`src/rtl/atm_keypad_frontend.sv`:
```
`default_nettype none
// ----------------------------------------------------------------------------
// Module  : atm_keypad_frontend
// Brief   : Card/keypad front end producing ATM controller commands over a
//           valid/ready handshake. Optional inactivity timeout: INACTIVITY_TIMEOUT_EN.
// Revision: 1.0 - initial release
// ----------------------------------------------------------------------------
module atm_keypad_frontend #(
  parameter int MAX_PIN_TRIES = 3
`ifdef INACTIVITY_TIMEOUT_EN
  , parameter int TIMEOUT_CYCLES = 1000
`endif
) (
  input  logic       clk,
  input  logic       rst,
  input  logic       card_in,
  input  logic       key_valid,
  input  logic [3:0] key_code,
  input  logic       pin_ok,
  input  logic       pin_bad,
  output logic       ic,
  output logic       lc,
  output logic       ex,
  output logic       go_main,
  output logic       cmd_valid,
  input  logic       cmd_ready,
  output logic [1:0] cmd_kind,
  output logic [1:0] cmd_op,
  output logic [3:0] cmd_pin,
  output logic [5:0] cmd_amount,
  output logic       key_err
);

  typedef enum logic [3:0] {
    S_IDLE     = 4'd0,
    S_LANG     = 4'd1,
    S_PIN      = 4'd2,
    S_PIN_WAIT = 4'd3,
    S_MENU     = 4'd4,
    S_AMOUNT   = 4'd5,
    S_CMD      = 4'd6,
    S_EXIT     = 4'd7,
    S_EJECT    = 4'd8
  } state_t;

  localparam logic [3:0] KEY_ENTER  = 4'hA;
  localparam logic [3:0] KEY_CLEAR  = 4'hB;
  localparam logic [3:0] KEY_CANCEL = 4'hC;
  localparam logic [1:0] KIND_PIN   = 2'b00;
  localparam logic [1:0] KIND_OP    = 2'b01;
  localparam logic [1:0] KIND_AMT   = 2'b10;
  localparam logic [1:0] OP_BALANCE = 2'b10;
  localparam logic [2:0] MAX_TRIES  = 3'(MAX_PIN_TRIES);

  state_t      state_q, state_d, ret_q, ret_d;
  logic [6:0]  acc_q, acc_d;
  logic [2:0]  dcnt_q, dcnt_d;
  logic [2:0]  try_q, try_d;
  logic        op_dep_q, op_dep_d;
  logic        pend_q, pend_d;
  logic        card_q, card_d;
  logic        ic_q, ic_d, lc_q, lc_d, ex_q, ex_d, go_main_q, go_main_d, key_err_q, key_err_d;
  logic        cmd_valid_q, cmd_valid_d;
  logic [1:0]  cmd_kind_q, cmd_kind_d, cmd_op_q, cmd_op_d;
  logic [3:0]  cmd_pin_q, cmd_pin_d;
  logic [5:0]  cmd_amount_q, cmd_amount_d;

  logic        card_rise, card_fall;
  logic        k_digit, k_enter, k_clear, k_cancel;
  logic [9:0]  acc_ext, amt_lim;

`ifdef INACTIVITY_TIMEOUT_EN
  localparam int TW = (TIMEOUT_CYCLES > 1) ? $clog2(TIMEOUT_CYCLES) : 1;
  logic [TW-1:0] tmo_q, tmo_d;
  logic          tmo_counting;
`endif

  assign card_rise = card_in & ~card_q;
  assign card_fall = ~card_in & card_q;
  assign k_digit   = key_valid && (key_code <= 4'd9);
  assign k_enter   = key_valid && (key_code == KEY_ENTER);
  assign k_clear   = key_valid && (key_code == KEY_CLEAR);
  assign k_cancel  = key_valid && (key_code == KEY_CANCEL);
  // Widened so the range check happens before the 7-bit write-back
  assign acc_ext   = ({3'b000, acc_q} * 10'd10) + {6'b000000, key_code};
  assign amt_lim   = op_dep_q ? 10'd31 : 10'd63;

  always_comb begin
    state_d      = state_q;
    ret_d        = ret_q;
    acc_d        = acc_q;
    dcnt_d       = dcnt_q;
    try_d        = try_q;
    op_dep_d     = op_dep_q;
    pend_d       = pend_q;
    card_d       = card_in;
    ic_d         = 1'b0;
    lc_d         = 1'b0;
    go_main_d    = 1'b0;
    key_err_d    = 1'b0;
    cmd_valid_d  = cmd_valid_q;
    cmd_kind_d   = cmd_kind_q;
    cmd_op_d     = cmd_op_q;
    cmd_pin_d    = cmd_pin_q;
    cmd_amount_d = cmd_amount_q;

    if (card_fall && state_q != S_IDLE && state_q != S_EJECT && state_q != S_EXIT) begin
      state_d     = S_EXIT;
      cmd_valid_d = 1'b0;
      pend_d      = 1'b0;
    end else begin
      case (state_q)
        S_IDLE: begin
          if (card_rise) begin
            ic_d    = 1'b1;
            state_d = S_LANG;
          end
        end
        S_LANG: begin
          if (k_enter) begin
            lc_d    = 1'b1;
            state_d = S_PIN;
            acc_d   = '0;
            dcnt_d  = '0;
          end else if (k_digit) begin
            key_err_d = 1'b1;
          end else if (k_clear) begin
            acc_d  = '0;
            dcnt_d = '0;
          end else if (k_cancel) begin
            state_d = S_EXIT;
          end
        end
        S_PIN: begin
          if (k_digit) begin
            if (acc_ext <= 10'd15) begin
              acc_d  = acc_ext[6:0];
              dcnt_d = (dcnt_q == 3'd7) ? dcnt_q : dcnt_q + 3'd1;
            end else begin
              key_err_d = 1'b1;
            end
          end else if (k_enter) begin
            if (dcnt_q != 3'd0) begin
              state_d     = S_CMD;
              ret_d       = S_PIN_WAIT;
              cmd_valid_d = 1'b1;
              cmd_kind_d  = KIND_PIN;
              cmd_pin_d   = acc_q[3:0];
              acc_d       = '0;
              dcnt_d      = '0;
            end else begin
              key_err_d = 1'b1;
            end
          end else if (k_clear) begin
            acc_d  = '0;
            dcnt_d = '0;
          end else if (k_cancel) begin
            state_d = S_EXIT;
          end
        end
        S_PIN_WAIT: begin
          if (pin_bad) begin
            if ((try_q + 3'd1) >= MAX_TRIES) begin
              state_d = S_EXIT;
            end else begin
              try_d   = try_q + 3'd1;
              state_d = S_PIN;
              acc_d   = '0;
              dcnt_d  = '0;
            end
          end else if (pin_ok) begin
            try_d   = '0;
            state_d = S_MENU;
          end
        end
        S_MENU: begin
          if (k_digit) begin
            case (key_code)
              4'd0, 4'd1: begin
                op_dep_d = key_code[0];
                state_d  = S_AMOUNT;
                acc_d    = '0;
                dcnt_d   = '0;
              end
              4'd2: begin
                state_d     = S_CMD;
                ret_d       = S_MENU;
                cmd_valid_d = 1'b1;
                cmd_kind_d  = KIND_OP;
                cmd_op_d    = OP_BALANCE;
              end
              4'd3:    state_d   = S_EXIT;
              default: key_err_d = 1'b1;
            endcase
          end else if (k_clear) begin
            acc_d  = '0;
            dcnt_d = '0;
          end else if (k_cancel) begin
            state_d = S_EXIT;
          end
        end
        S_AMOUNT: begin
          if (k_digit) begin
            if (acc_ext <= amt_lim) begin
              acc_d  = acc_ext[6:0];
              dcnt_d = (dcnt_q == 3'd7) ? dcnt_q : dcnt_q + 3'd1;
            end else begin
              key_err_d = 1'b1;
            end
          end else if (k_enter) begin
            if (acc_q != 7'd0) begin
              // Operation goes first; amount is staged now and follows on the next transfer
              state_d      = S_CMD;
              ret_d        = S_MENU;
              pend_d       = 1'b1;
              cmd_valid_d  = 1'b1;
              cmd_kind_d   = KIND_OP;
              cmd_op_d     = {1'b0, op_dep_q};
              cmd_amount_d = acc_q[5:0];
              acc_d        = '0;
              dcnt_d       = '0;
            end else begin
              key_err_d = 1'b1;
            end
          end else if (k_clear) begin
            acc_d  = '0;
            dcnt_d = '0;
          end else if (k_cancel) begin
            go_main_d = 1'b1;
            state_d   = S_MENU;
            acc_d     = '0;
            dcnt_d    = '0;
          end
        end
        S_CMD: begin
          if (cmd_ready) begin
            if (pend_q) begin
              pend_d     = 1'b0;
              cmd_kind_d = KIND_AMT;
            end else begin
              cmd_valid_d = 1'b0;
              state_d     = ret_q;
            end
          end
        end
        S_EXIT: begin
          state_d = S_EJECT;
          acc_d   = '0;
          dcnt_d  = '0;
          try_d   = '0;
        end
        S_EJECT: begin
          if (!card_in) state_d = S_IDLE;
        end
        default: state_d = S_IDLE;
      endcase
    end

`ifdef INACTIVITY_TIMEOUT_EN
    tmo_counting = (state_q == S_LANG) || (state_q == S_PIN) ||
                   (state_q == S_MENU) || (state_q == S_AMOUNT);
    if (tmo_counting && !key_valid && !card_fall && tmo_q == TW'(TIMEOUT_CYCLES - 1)) begin
      state_d = S_EXIT;
    end
    if (key_valid || state_d != state_q) tmo_d = '0;
    else if (tmo_counting)               tmo_d = tmo_q + 1'b1;
    else                                 tmo_d = tmo_q;
`endif

    ex_d = (state_d == S_EXIT);
  end

  always_ff @(posedge clk) begin
    if (rst) begin
      state_q      <= S_IDLE;
      ret_q        <= S_IDLE;
      acc_q        <= '0;
      dcnt_q       <= '0;
      try_q        <= '0;
      op_dep_q     <= 1'b0;
      pend_q       <= 1'b0;
      card_q       <= 1'b0;
      ic_q         <= 1'b0;
      lc_q         <= 1'b0;
      ex_q         <= 1'b0;
      go_main_q    <= 1'b0;
      key_err_q    <= 1'b0;
      cmd_valid_q  <= 1'b0;
      cmd_kind_q   <= '0;
      cmd_op_q     <= '0;
      cmd_pin_q    <= '0;
      cmd_amount_q <= '0;
`ifdef INACTIVITY_TIMEOUT_EN
      tmo_q        <= '0;
`endif
    end else begin
      state_q      <= state_d;
      ret_q        <= ret_d;
      acc_q        <= acc_d;
      dcnt_q       <= dcnt_d;
      try_q        <= try_d;
      op_dep_q     <= op_dep_d;
      pend_q       <= pend_d;
      card_q       <= card_d;
      ic_q         <= ic_d;
      lc_q         <= lc_d;
      ex_q         <= ex_d;
      go_main_q    <= go_main_d;
      key_err_q    <= key_err_d;
      cmd_valid_q  <= cmd_valid_d;
      cmd_kind_q   <= cmd_kind_d;
      cmd_op_q     <= cmd_op_d;
      cmd_pin_q    <= cmd_pin_d;
      cmd_amount_q <= cmd_amount_d;
`ifdef INACTIVITY_TIMEOUT_EN
      tmo_q        <= tmo_d;
`endif
    end
  end

  assign ic         = ic_q;
  assign lc         = lc_q;
  assign ex         = ex_q;
  assign go_main    = go_main_q;
  assign key_err    = key_err_q;
  assign cmd_valid  = cmd_valid_q;
  assign cmd_kind   = cmd_kind_q;
  assign cmd_op     = cmd_op_q;
  assign cmd_pin    = cmd_pin_q;
  assign cmd_amount = cmd_amount_q;

endmodule
`default_nettype wire

```
`config.mk`:
```
export PLATFORM = sky130hd
export DESIGN_NAME = atm_keypad_frontend
export DESIGN_NICKNAME = d
export VERILOG_FILES = /design/src/rtl/atm_keypad_frontend.sv
export SDC_FILE = /design/constraint.sdc
export NUM_CORES = 1
export LEC_CHECK = 0
export ABC_AREA = 0
export CELL_PAD_IN_SITES_DETAIL_PLACEMENT = 0
export CELL_PAD_IN_SITES_GLOBAL_PLACEMENT = 1
export CORE_MARGIN = 2
export CORE_UTILIZATION = 35
export DETAILED_ROUTE_END_ITERATION = 16
export PLACE_DENSITY = 0.7
export SYNTH_ARGS = -nofsm -noshare
export SYNTH_HDL_FRONTEND = slang
export SYNTH_SLANG_ARGS = --single-unit
```
`constraint.sdc`:
```
create_clock -name clk -period 6.4 [get_ports clk]
set_clock_uncertainty 0.1 [all_clocks]
set_input_delay 1.28 -clock clk [delete_from_list [all_inputs] [get_ports clk]]
set_output_delay 1.28 -clock clk [all_outputs]
set_load 0.05 [all_outputs]
```
[Yosys cells after proc, flatten, opt, wreduce, memory -nomap -nowiden]
Index checks and enable logic that the tools add are counted.
Operators by class
  add/sub/neg operators: 3
  $mul: 1
  order comparisons: 4
  equality and inequality tests: 40
  muxes and demuxes: 120
  bitwise logic cells: 9
  reduce and logical (&&, ||, !) cells: 34
Operator list (count)
  $mux W7: 17
  $mux W4: 28
  $mux W3: 22
  $pmux W7 S6: 1
  $pmux W4 S9: 1
  $mux W2: 15
  $mux W1: 26
  $ne A2 B2 Y1 const B: 12
  $pmux W4 S3: 2
  $reduce_and A11 Y1: 2
  $eq A4 B3 Y1 const B: 5
  $pmux W3 S6: 1
  $eq A4 B2 Y1 const B: 4
  $eq A4 B4 Y1 const B: 4
  $ne A3 B3 Y1 const B: 5
  $reduce_and A5 Y1: 3
  $ne A4 B4 Y1 const B: 3
  $reduce_and A12 Y1: 1
  $add A10 B4 Y10: 1
  $le A10 B4 Y1 const B: 1
  $le A10 B6 Y1: 1
  $reduce_and A10 Y1: 1
  $mul A7 B3 Y9 const B: 1
  $eq A4 B1 Y1 const B: 2
  other kinds (29): 52
Word-level totals
  bits in registers: 44
  input bits: 11
  output and inout port bits: 20
  logic and storage cells: 229

[Logic depth before layout (Yosys ltp)]
  depth in word-level cells: 9
  depth in mapped cells: 13
  mapped depth without buffers: 12

[Worst setup path after synthesis]
Ideal clock, no wire load.
  kind: input to register
  start: input key_code[1]
  end: register acc_q[5]
  setup time: 117 ps
  arrival: 3629 ps
  required time: 6183 ps
  path slack: 2553 ps
  cell stages on the path: 13
  path buffers: 1
  cells stage by stage: ha_1 -> inv_1 -> fa_1 -> nor2b_1 -> o21ai_0 -> xnor2_1 -> ha_1 -> and4_1 -> a31oi_1 -> nor3_1 -> and4_4 -> buf_6 -> a32o_1
Between the ends
  cells in the longest elaborated chain, start to end: 6
  elaborated cells on any way between the ends: 34
  classes of those cells: 1 x add/sub; 3 x order compare; 11 x eq/ne; 12 x mux; 7 x reduce/logical
RTL lines
  start: declaration: RTL line 18  | input logic [3:0] key_code,
  branches (longest 6 deep; another with $add A10 B4 Y10)
  end signal: assignment: RTL line 277  | acc_q <= '0;
  end signal: assignment: RTL line 299  | acc_q <= acc_d;
  end: declaration: RTL line 56  | logic [6:0] acc_q, acc_d;
Several ways; the timed one is not identified. The select of a mux whose other input is x is not followed.
A chain may end at the register's enable or synchronous reset.

[Worst setup path after layout]
  start: input key_code[1]
  end: register dcnt_q[0]
Between the ends
  cells in the longest elaborated chain, start to end: 6
  elaborated cells on any way between the ends: 32
  classes of those cells: 1 x add/sub; 3 x order compare; 11 x eq/ne; 10 x mux; 7 x reduce/logical
RTL lines
  branches (longest 6 deep; another with $add A10 B4 Y10)
  end signal: assignment: RTL line 300  | dcnt_q <= dcnt_d;
  end: declaration: RTL line 57  | logic [2:0] dcnt_q, dcnt_d;
Several ways; the timed one is not identified. The select of a mux whose other input is x is not followed.

==> key figures <==
Final layout
  • Layout area overhead: 15.8%
  • Ant. Diodes: 0
  • Final instance area: 3370 µm²
  • Nets: 395
  • Layout cell share with drive strength beyond 1: 0.107
  • Non-filler cells, final: 470
  • Core Util, Final: 0.415

Clocking
  • Worst-path clk slew: 0.09 ns
  • Resized cells post-CTS: 0
  • Cts hold-fix bufs: 0
  • Max clock buf depth: 2
  • H-tree level count: 2
  • CTS Buf Count: 5
  • CTS sink count: 42
  • Clock Root Buffer: clkbuf_8
  • Post-CTS repair timing setup buffer count: 0
  • TritonCTS clock tree: yes
  • Skew-Pair Late Insertion Delay: 0.31 ns

Yosys
  • Synth warnings: 0
  • Post-synth top cells: nor2_1 (45), dfxtp_1 (42), a21oi_1 (18), ha_1 (18), nand2_1 (16)
  • Yosys top cell area share: 0.288
  • Top cells by area, synth: dfxtp_1 (29%), ha_1 (7.7%), nor2_1 (5.8%), mux2i_1 (4.1%), a21oi_1 (3.1%)
  • Post-synthesis cell area: 2920 µm²
  • EDFF count, synth: 0
  • Post-synthesis sequential area ratio: 0.288
  • Async SR Flop Fraction: 0
  • Synthesized Nets: 371
  • #FFs+latches synth: 42
  • Syn Area/Cell: 8.57 µm²
  • Ys flop type: dfxtp_1
  • Distinct cells, synth: 80
  • Synth area leader: dfxtp_1
  • Count leader, synth: nor2_1
  • Synth Instances: 340

Setup path
  • Critical Path Fanout Max: 8
  • CP Cell Sequence: clkdlybuf4s50_1, ha_1, inv_1, fa_1, nor2b_1, o21ai_0, xnor2_1, ha_1, and4_1, a31oi_1, nor4_2, a31oi_1, a22o_1
  • Crit start category: primary input
  • CP arrival: 4.52 ns
  • CP Buf/Inv Count: 2
  • Crit path required time: 6.51 ns
  • Crit-path slowest cell: clkdlybuf4s50_1
  • Setup CP Type: in -> reg
  • CP peak stage delay: 0.65 ns
  • Crit-path leading delay family: adder cells
  • R2r setup slk: 3.00 ns
  • CP Capture Type: register

STA
  • Final Cycle Share: 0.689
  • Final Hold Fails: 0
  • Min Clock Period, post-route: 4.41 ns
  • Max Clk Rate: 227 MHz
  • Hold slack: 0.385 ns
  • Count of final setup violators: 0
  • Fin worst setup slack: 1.99 ns
  • Setup TNS: 0 ns
  • Slew @ Worst Pin: 0.775 ns
  • Pins over their slew limit: 0
  • Headroom to the max-slew limit: 0.482
  • Unrepaired setup endpoints after global routing: no

Place
  • Routability Congestion: 0.897
  • PortBufs: 30
  • Dpl ws: 1.66 ns
  • Placed cells: 462
  • Placed Instance Area: 3280 µm²
  • DPL Wire Length: 5940 µm

Detailed routing
  • Vias per inst: 5.56
  • Via count: 2611
  • Post-DR wirelength/cell: 16.7 µm
  • Total wire length: 7870 µm
  • DRT antenna net count: 0
  • TritonRoute pass-1 iters: 4
  • Initial drt markers: 112
  • Number of remaining DRC errors: 0

GRT
  • Largest net degree at the start of global routing: 30
  • First-pass GRT wire length: 12900 µm
  • Total GRT Usage: 0.185
  • Via count of the first global-routing pass: 2482
  • Initial antenna violation count: 0
  • GRT overflow: 0

Floorplan
  • Starting Density: 0.358
  • Ports: 31
  • Core Footprint: 8130 µm²
  • Num rows: 33
  • Total die area: 9080 µm²
  • Die Wd: 95.3 µm
  • Die height: 95.3 µm

Hold path
  • Worst hold path class: reg -> reg

Power
  • Leakage power total: 1.32 nW
  • Reg power frac: 0.488
  • Switching share of total power: 0.321
  • Clk pwr share: 0.331
  • P_int: 0.384 mW
  • Cell Pwr Density: 168 nW/µm²
  • P_sw: 0.182 mW
  • Total Power: 0.565 mW
  • Worst ir drop on vdd: 0.0000840 V
  • Logic pwr share: 0.180

Outcome
  • Status: finished, final reports clean

Flow run
  • Max-Cap Viols: 0
[path summary, 6_finish.rpt]
kind                                             from                      to  depth (start not counted)
worst min-delay path            ret_q[1]$_SDFFE_PP0P_   ret_q[1]$_SDFFE_PP0P_                          2
worst max register to register  acc_q[3]$_SDFFE_PP0P_   acc_q[5]$_SDFFE_PP0P_                         10
worst min register to register  ret_q[1]$_SDFFE_PP0P_   ret_q[1]$_SDFFE_PP0P_                          2
worst max-delay path                      key_code[1]  dcnt_q[0]$_SDFFE_PP0P_                         13
[worst reg2reg max path, delay by kind of cell (launching register included)]
kind | cells | cell delay (ns)
AOI/OAI and AO/OA | 4 | 1.08
adders and majority gates | 3 | 0.99
DFF | 1 | 0.50
and+or+nand+nor | 3 | 0.69
[routing by layer]
| metal | routed length, µm | vias to the layer above | GRT usage |
|---|---|---|---|
| met5 | 0 | - | 0 |
| met4 | 151 | 0 | 0.0700 |
| met3 | 402 | 13 | 0.0292 |
| met2 | 3630 | 77 | 0.297 |
| met1 | 3680 | 1209 | 0.248 |
| li1 | - | 1312 | - |
[logic make-up after synthesis]
family                   Yosys count  share of synthesized area
AND/OR/NAND/NOR                  140                      0.276
multiplexers                      12                     0.0412
flip-flops                        42                      0.288
buffers and inverters             31                     0.0468
adder cells (fa/ha/maj)           20                     0.0910
XOR/XNOR                           7                     0.0258
AO/OA/AOI/OAI                     88                      0.231
[registers in the layout, summed over array words and instances (netlist names), 2 cells and up]
name        cells
acc_q           7
cmd_amount      6
cmd_pin         4
state_q         4
dcnt_q          3
try_q           3
cmd_kind        2
cmd_op          2
ret_q           2
[power groups by stage]
stage / logic (mW) / clock network [mW] / registers [mW]
2_1_floorplan: 0.0694 / 0 / 0.282
3_3_place_gp: 0.102 / 0 / 0.282
3_5_place_dp: 0.101 / 0 / 0.282
4_1_cts: 0.102 / 0.191 / 0.276
5_1_grt: 0.112 / 0.202 / 0.277
6_report: 0.102 / 0.187 / 0.276
[final cells by class]
type	count	area (µm²)
timing repair buffer	31	308
clock buffer	5	68.8
multi-input combinational	267	1940
sequential	42	841
clock inverter	3	23.8
tap	105	131
fill	840	4760
inverter	17	63.8
[placed cells by master (no fill, tap or decap), types with 4 or more instances in the layout]
cell / Yosys / final
nor2b_1: 10 / 10
nor2_1: 45 / 45
nor3_1: 13 / 13
and2_1: 5 / 5
xnor2_1: 4 / 4
a21oi_1: 18 / 18
ha_1: 18 / 18
a31oi_1: 4 / 4
a22o_1: 6 / 6
nand3_1: 5 / 5
clkdlybuf4s50_1: 0 / 30
nand2b_1: 4 / 4
clkbuf_8: 0 / 5
nor3b_1: 4 / 4
o21ai_0: 12 / 12
nor4_1: 5 / 5
inv_1: 15 / 15
mux2i_1: 12 / 12
a211oi_1: 5 / 5
nand2_1: 16 / 16
dfxtp_1: 42 / 42
or4_1: 4 / 4
Power figures use the tool's default switching activity.
